--- config.mk ---
export PLATFORM = sky130hd
export DESIGN_NAME = controle_iluminacao
export DESIGN_NICKNAME = d
export VERILOG_FILES = /design/src/rtl/controle_pkg.sv /design/src/rtl/sincronizador.sv /design/src/rtl/controle_iluminacao.sv
export SDC_FILE = /design/constraint.sdc
export NUM_CORES = 1
export LEC_CHECK = 0
export BUFFER_PORTS_ARGS = -buffer_cell sky130_fd_sc_hd__buf_2
export CAP_MARGIN = 20
export CORE_MARGIN = 3
export CORE_UTILIZATION = 23
export CTS_BUF_LIST = sky130_fd_sc_hd__clkbuf_16
export DETAILED_ROUTE_END_ITERATION = 10
export PLACE_DENSITY = 0.4
export SKIP_CTS_REPAIR_TIMING = 1
export SLEW_MARGIN = 25
export SYNTH_ARGS = -nofsm -noshare
export SYNTH_HDL_FRONTEND = slang
export SYNTH_SLANG_ARGS = --single-unit
--- constraint.sdc ---
create_clock -name clk -period 6.15 [get_ports clk]
set_clock_uncertainty 0.15 [all_clocks]
set_input_delay 0.615 -clock clk [delete_from_list [all_inputs] [get_ports clk]]
set_output_delay 0.615 -clock clk [all_outputs]
set_load 0.02 [all_outputs]
--- src/rtl/controle_pkg.sv ---
// Shared types and constants for the lighting controller.
package controle_pkg;

  typedef enum logic [1:0] {
    AUTO_OFF   = 2'd0,
    AUTO_ON    = 2'd1,
    MANUAL_OFF = 2'd2,
    MANUAL_ON  = 2'd3
  } estado_t;

  // Default lamp hold time in auto mode, counted in tick_1ms periods (30 s).
  localparam int AUTO_SHUTDOWN_T_DEFAULT = 30000;

  // Lamp is driven in both "on" states regardless of mode.
  function automatic logic lampOn(input estado_t s);
    return (s == AUTO_ON) || (s == MANUAL_ON);
  endfunction

  // Mode indicator is lit in both manual states.
  function automatic logic manualMode(input estado_t s);
    return (s == MANUAL_OFF) || (s == MANUAL_ON);
  endfunction

endpackage

--- src/rtl/sincronizador.sv ---
// Two-flop synchronizer bringing an asynchronous level into the clk domain.
module sincronizador (
  input  logic clk,
  input  logic rst,
  input  logic d_i,
  output logic q_o
);

  logic meta_q;
  logic sync_q;

  // First flop may go metastable; the second gives it a full cycle to resolve.
  always_ff @(posedge clk or posedge rst) begin
    if (rst) begin
      meta_q <= 1'b0;
      sync_q <= 1'b0;
    end else begin
      meta_q <= d_i;
      sync_q <= meta_q;
    end
  end

  assign q_o = sync_q;

endmodule

--- src/rtl/controle_iluminacao.sv ---
// Room lighting controller: IR-triggered auto mode with a retriggerable
// hold timer, plus a manual mode toggled by a short-press button.
module controle_iluminacao
  import controle_pkg::*;
#(
  parameter int AUTO_SHUTDOWN_T = AUTO_SHUTDOWN_T_DEFAULT
) (
  input  logic clk,
  input  logic rst,
  input  logic tick_1ms,
  input  logic infravermelho,
  input  logic a,
  input  logic b,
  output logic saida,
  output logic led
);

  localparam int CntW = $clog2(AUTO_SHUTDOWN_T + 1);
  localparam logic [CntW-1:0] CntLoad = CntW'(AUTO_SHUTDOWN_T);
  localparam logic [CntW-1:0] CntOne  = CntW'(1);

  logic            ir_s;
  estado_t         state_q, state_d;
  logic [CntW-1:0] cnt_q, cnt_d;
  logic            saida_q, led_q;

  sincronizador u_sinc_ir (
    .clk (clk),
    .rst (rst),
    .d_i (infravermelho),
    .q_o (ir_s)
  );

  // Next state and counter; b outranks a, a outranks IR, IR outranks timeout.
  always_comb begin
    state_d = state_q;
    cnt_d   = cnt_q;
    unique case (state_q)
      AUTO_OFF: begin
        if (b) begin
          state_d = MANUAL_OFF;
          cnt_d   = '0;
        end else if (ir_s) begin
          state_d = AUTO_ON;
          cnt_d   = CntLoad;
        end
      end
      AUTO_ON: begin
        if (b) begin
          state_d = MANUAL_ON;
          cnt_d   = '0;
        end else if (ir_s) begin
          cnt_d = CntLoad;
        end else if (tick_1ms) begin
          // Treating 0 like 1 keeps the counter from ever wrapping.
          if (cnt_q <= CntOne) begin
            state_d = AUTO_OFF;
            cnt_d   = '0;
          end else begin
            cnt_d = cnt_q - CntOne;
          end
        end
      end
      MANUAL_OFF: begin
        cnt_d = '0;
        if (b) begin
          state_d = AUTO_OFF;
        end else if (a) begin
          state_d = MANUAL_ON;
        end
      end
      MANUAL_ON: begin
        cnt_d = '0;
        if (b) begin
          state_d = AUTO_OFF;
        end else if (a) begin
          state_d = MANUAL_OFF;
        end
      end
      default: begin
        state_d = AUTO_OFF;
        cnt_d   = '0;
      end
    endcase
  end

  // State, counter and decoded outputs all update on the same edge.
  always_ff @(posedge clk or posedge rst) begin
    if (rst) begin
      state_q <= AUTO_OFF;
      cnt_q   <= '0;
      saida_q <= 1'b0;
      led_q   <= 1'b0;
    end else begin
      state_q <= state_d;
      cnt_q   <= cnt_d;
      saida_q <= lampOn(state_d);
      led_q   <= manualMode(state_d);
    end
  end

  assign saida = saida_q;
  assign led   = led_q;

endmodule

==> impl_metrics.py <==
metrics = {
    "outcome": {
        "status": "complete, no violations",
    },
    "final_layout": {
        "drive_above_1_share_pct": 11.3,
        "num_antenna_cells": 0,
        "fin_area_um2": 1340,
        "area_growth_pct": 15.8,
        "final_nets": 142,
    },
    "floorplan": {
        "initial_utilization_pct": 24.1,
        "chipWidth_um": 76.8,
        "rows": 25,
        "core_um2": 4790,
        "io-pin-count": 8,
        "die_y_um": 76.8,
        "dieArea_um2": 5900,
    },
    "grt": {
        "antenna_found_initial": 0,
        "grt_pass1_wl_mm": 5.01,
        "grt_max_degree": 21,
        "track_usage_pct": 10.6,
        "grt.overflow.total": 0,
        "grt_pass1_vias": 991,
    },
    "routing": {
        "drt_iter0_markers": 63,
        "drcViolationCount": 0,
        "dr.pass1.iters": 4,
        "routed_wirelength_mm": 2.84,
        "antenna_left": 0,
        "vias": 971,
        "routedWlPerCell_um": 14.2,
        "via_per_inst": 4.86,
    },
    "power_and_ir_drop": {
        "p_int_w": 0.000368,
        "p_total_w": 0.000636,
        "power_frac_seq_pct": 32.5,
        "pwr-share-comb_pct": 46.2,
        "power.switching_w": 0.000268,
        "power.density_nw_per_um2": 476,
        "p_leak_nw": 0.572,
        "p_clk_share_pct": 21.3,
        "sw_frac_of_total_pct": 42.2,
        "ir_worst_vdd_mv": 0.170,
    },
    "job": {
        "drv_cap": 0,
    },
    "synthesis": {
        "syn_area_um2": 1150,
        "yosysTopAreaCellShare_pct": 43.4,
        "synth_flop_cell": "dfrtp_1",
        "yosysMostFrequentCell": "dfrtp_1",
        "synth_seq_area_share_pct": 43.4,
        "synth_edf_count": 0,
        "synth_area_leaders": "dfrtp_1, nand2_1, nor3_1",
        "synth.largest_area_cell": "dfrtp_1",
        "syn_nets": 134,
        "ys_warn_count": 0,
        "syn_inst": 126,
        "ys_async_sr_fraction_pct": 100,
        "ys_ff_latch": 20,
        "post_synth_num_cell_types": 36,
        "synthTopCellsByCount": "dfrtp_1, nand2_1, nor3_1",
        "syn_area_per_cell_um2": 9.16,
    },
    "clock_network": {
        "cts_buffers": 3,
        "cts_tree": "built",
        "path_clk_slew_ns": 0.06,
        "clockRootBuffer": "clkbuf_16",
        "clock_sinks": 20,
        "htreeDepth": 1,
        "clockBufferDepth": 2,
        "clock_latency_ns": 0.25,
    },
    "placed_design": {
        "placed_area_um2": 1260,
        "dp_hpwl_mm": 2.08,
        "port_buffers": 7,
        "finalWeightedCongestion": 0.738,
    },
    "sta": {
        "final-setup-viol-count": 0,
        "slew_headroom_pct": 45.9,
        "min_period_ns": 2.51,
        "worst_slew_pin_slew_ns": 0.811,
        "max_freq_mhz": 398,
        "finalHoldViolations": 0,
        "tns_ns": 0,
        "rsz0062_at_grt": "false",
        "post-route-period-util_pct": 40.8,
        "drv_slew": 0,
    },
    "worst_setup_path": {
        "crit_fanout": 6,
        "crit_path_max_incr_delay_ns": 0.55,
        "path_class": "register to register",
        "worstSetupStartpointType": "register",
        "cp-end-kind": "register",
        "crit_arrival_ns": 2.54,
        "critPathTopFamily": "simple AND/OR/NAND/NOR gates",
        "crit_slowest_cell": "or4b_1",
        "cp_num_buf_inv": 1,
        "worstPathRequired_ns": 6.18,
        "critical_path.cell_chain": "inv_1, ha_1, or4b_1, or3_1, nor4_1, o31ai_1, a21oi_1",
    },
    "worst_hold_path": {
        "min_path_type": "register to register",
    },
}
logic make-up after synthesis:
kind of cell               Yosys count  share of synthesized area [%]
and+or+nand+nor                     58                           28.7
AOI/OAI and AO/OA                   35                           20.1
DFF                                 20                           43.4
buffers and inverters                7                           2.28
muxes                                3                           2.60
adders and majority gates            2                           2.17
xor gates and xnor gates             1                          0.759
cell type report:
class	count	area, um2
clock buffers	3	75.1
clock inverters	1	3.75
fillers	505	3450
inverters	3	11.3
multi-input cells	99	627
flip-flops and latches	20	500
well taps	67	83.8
repair buffers	7	35.0
worst register-to-register path, cell delays in order, from the launching register on:
cell and delay (ns):
dfrtp_1 0.43, inv_1 0.08, ha_1 0.23, or4b_1 0.55, or3_1 0.43, nor4_1 0.33
o31ai_1 0.10, a21oi_1 0.13
power by group through the flow:
stage	sequential [W]	clock, W	combinational, W
2_1_floorplan	0.000200	0	0.000230
3_3_place_gp	0.000208	0	0.000293
3_5_place_dp	0.000209	0	0.000292
4_1_cts	0.000207	0.000142	0.000295
5_1_grt	0.000213	0.000150	0.000331
6_report	0.000207	0.000135	0.000294
metrics by stage:
step / hold WS, ns / util, % / std cells / setup WS, ns
floorplan: 0.181 / - / 126 / 3.97
global placement: 0.195 / 26.3 / 196 / 3.70
detailed placement: 0.185 / 26.3 / 196 / 3.70
CTS: 0.199 / 27.9 / 200 / 3.66
global route: 0.224 / 27.9 / 200 / 3.42
finish: 0.197 / 27.9 / 200 / 3.64
path summary, 6_finish.rpt:
path | slack (ns) | depth (start not counted) | startpoint | to
min in group asynchronous | 0.36 | 2 | rst | saida$_DFF_PP0_
worst max register to register | 3.64 | 7 | cnt_q[0]$_DFFE_PP0P_ | cnt_q[12]$_DFFE_PP0P_
worst max-delay path | 3.64 | 7 | cnt_q[0]$_DFFE_PP0P_ | cnt_q[12]$_DFFE_PP0P_
max in group asynchronous | 4.98 | 2 | rst | cnt_q[14]$_DFFE_PP0P_
worst min register to register | 0.20 | 0 | u_sinc_ir.meta_q$_DFF_PP0_ | u_sinc_ir.q_o$_DFF_PP0_
worst min-delay path | 0.20 | 0 | u_sinc_ir.meta_q$_DFF_PP0_ | u_sinc_ir.q_o$_DFF_PP0_
placed cells by master, fill, tap and decap left out, drive strengths merged, types with 5 or more instances in the layout:
master / synthesis / final
dfrtp: 20 / 20
nor3: 11 / 11
nor2: 10 / 10
or4: 5 / 5
nand2: 15 / 15
a21oi: 8 / 8
o21ai: 8 / 8
o31ai: 5 / 5
buf: 1 / 7
sequential cells by signal (all words and copies together) (netlist names):
signal            cells
cnt_q                15
led                   1
saida                 1
state_q               1
u_sinc_ir.meta_q      1
u_sinc_ir.q_o         1
metal layers:
| metal | vias to the layer above | track usage (%) | part of all wire, % |
|---|---|---|---|
| met1 | 454 | 13.7 | 45 |
| met3 | 2 | 2.82 | 4.0 |
| li1 | 497 | - | - |
| met2 | 18 | 18.0 | 50 |
| met4 | 0 | 1.63 | 0.42 |
| met5 | - | 0 | 0 |
No activity file was read; power rests on OpenSTA's default activity.
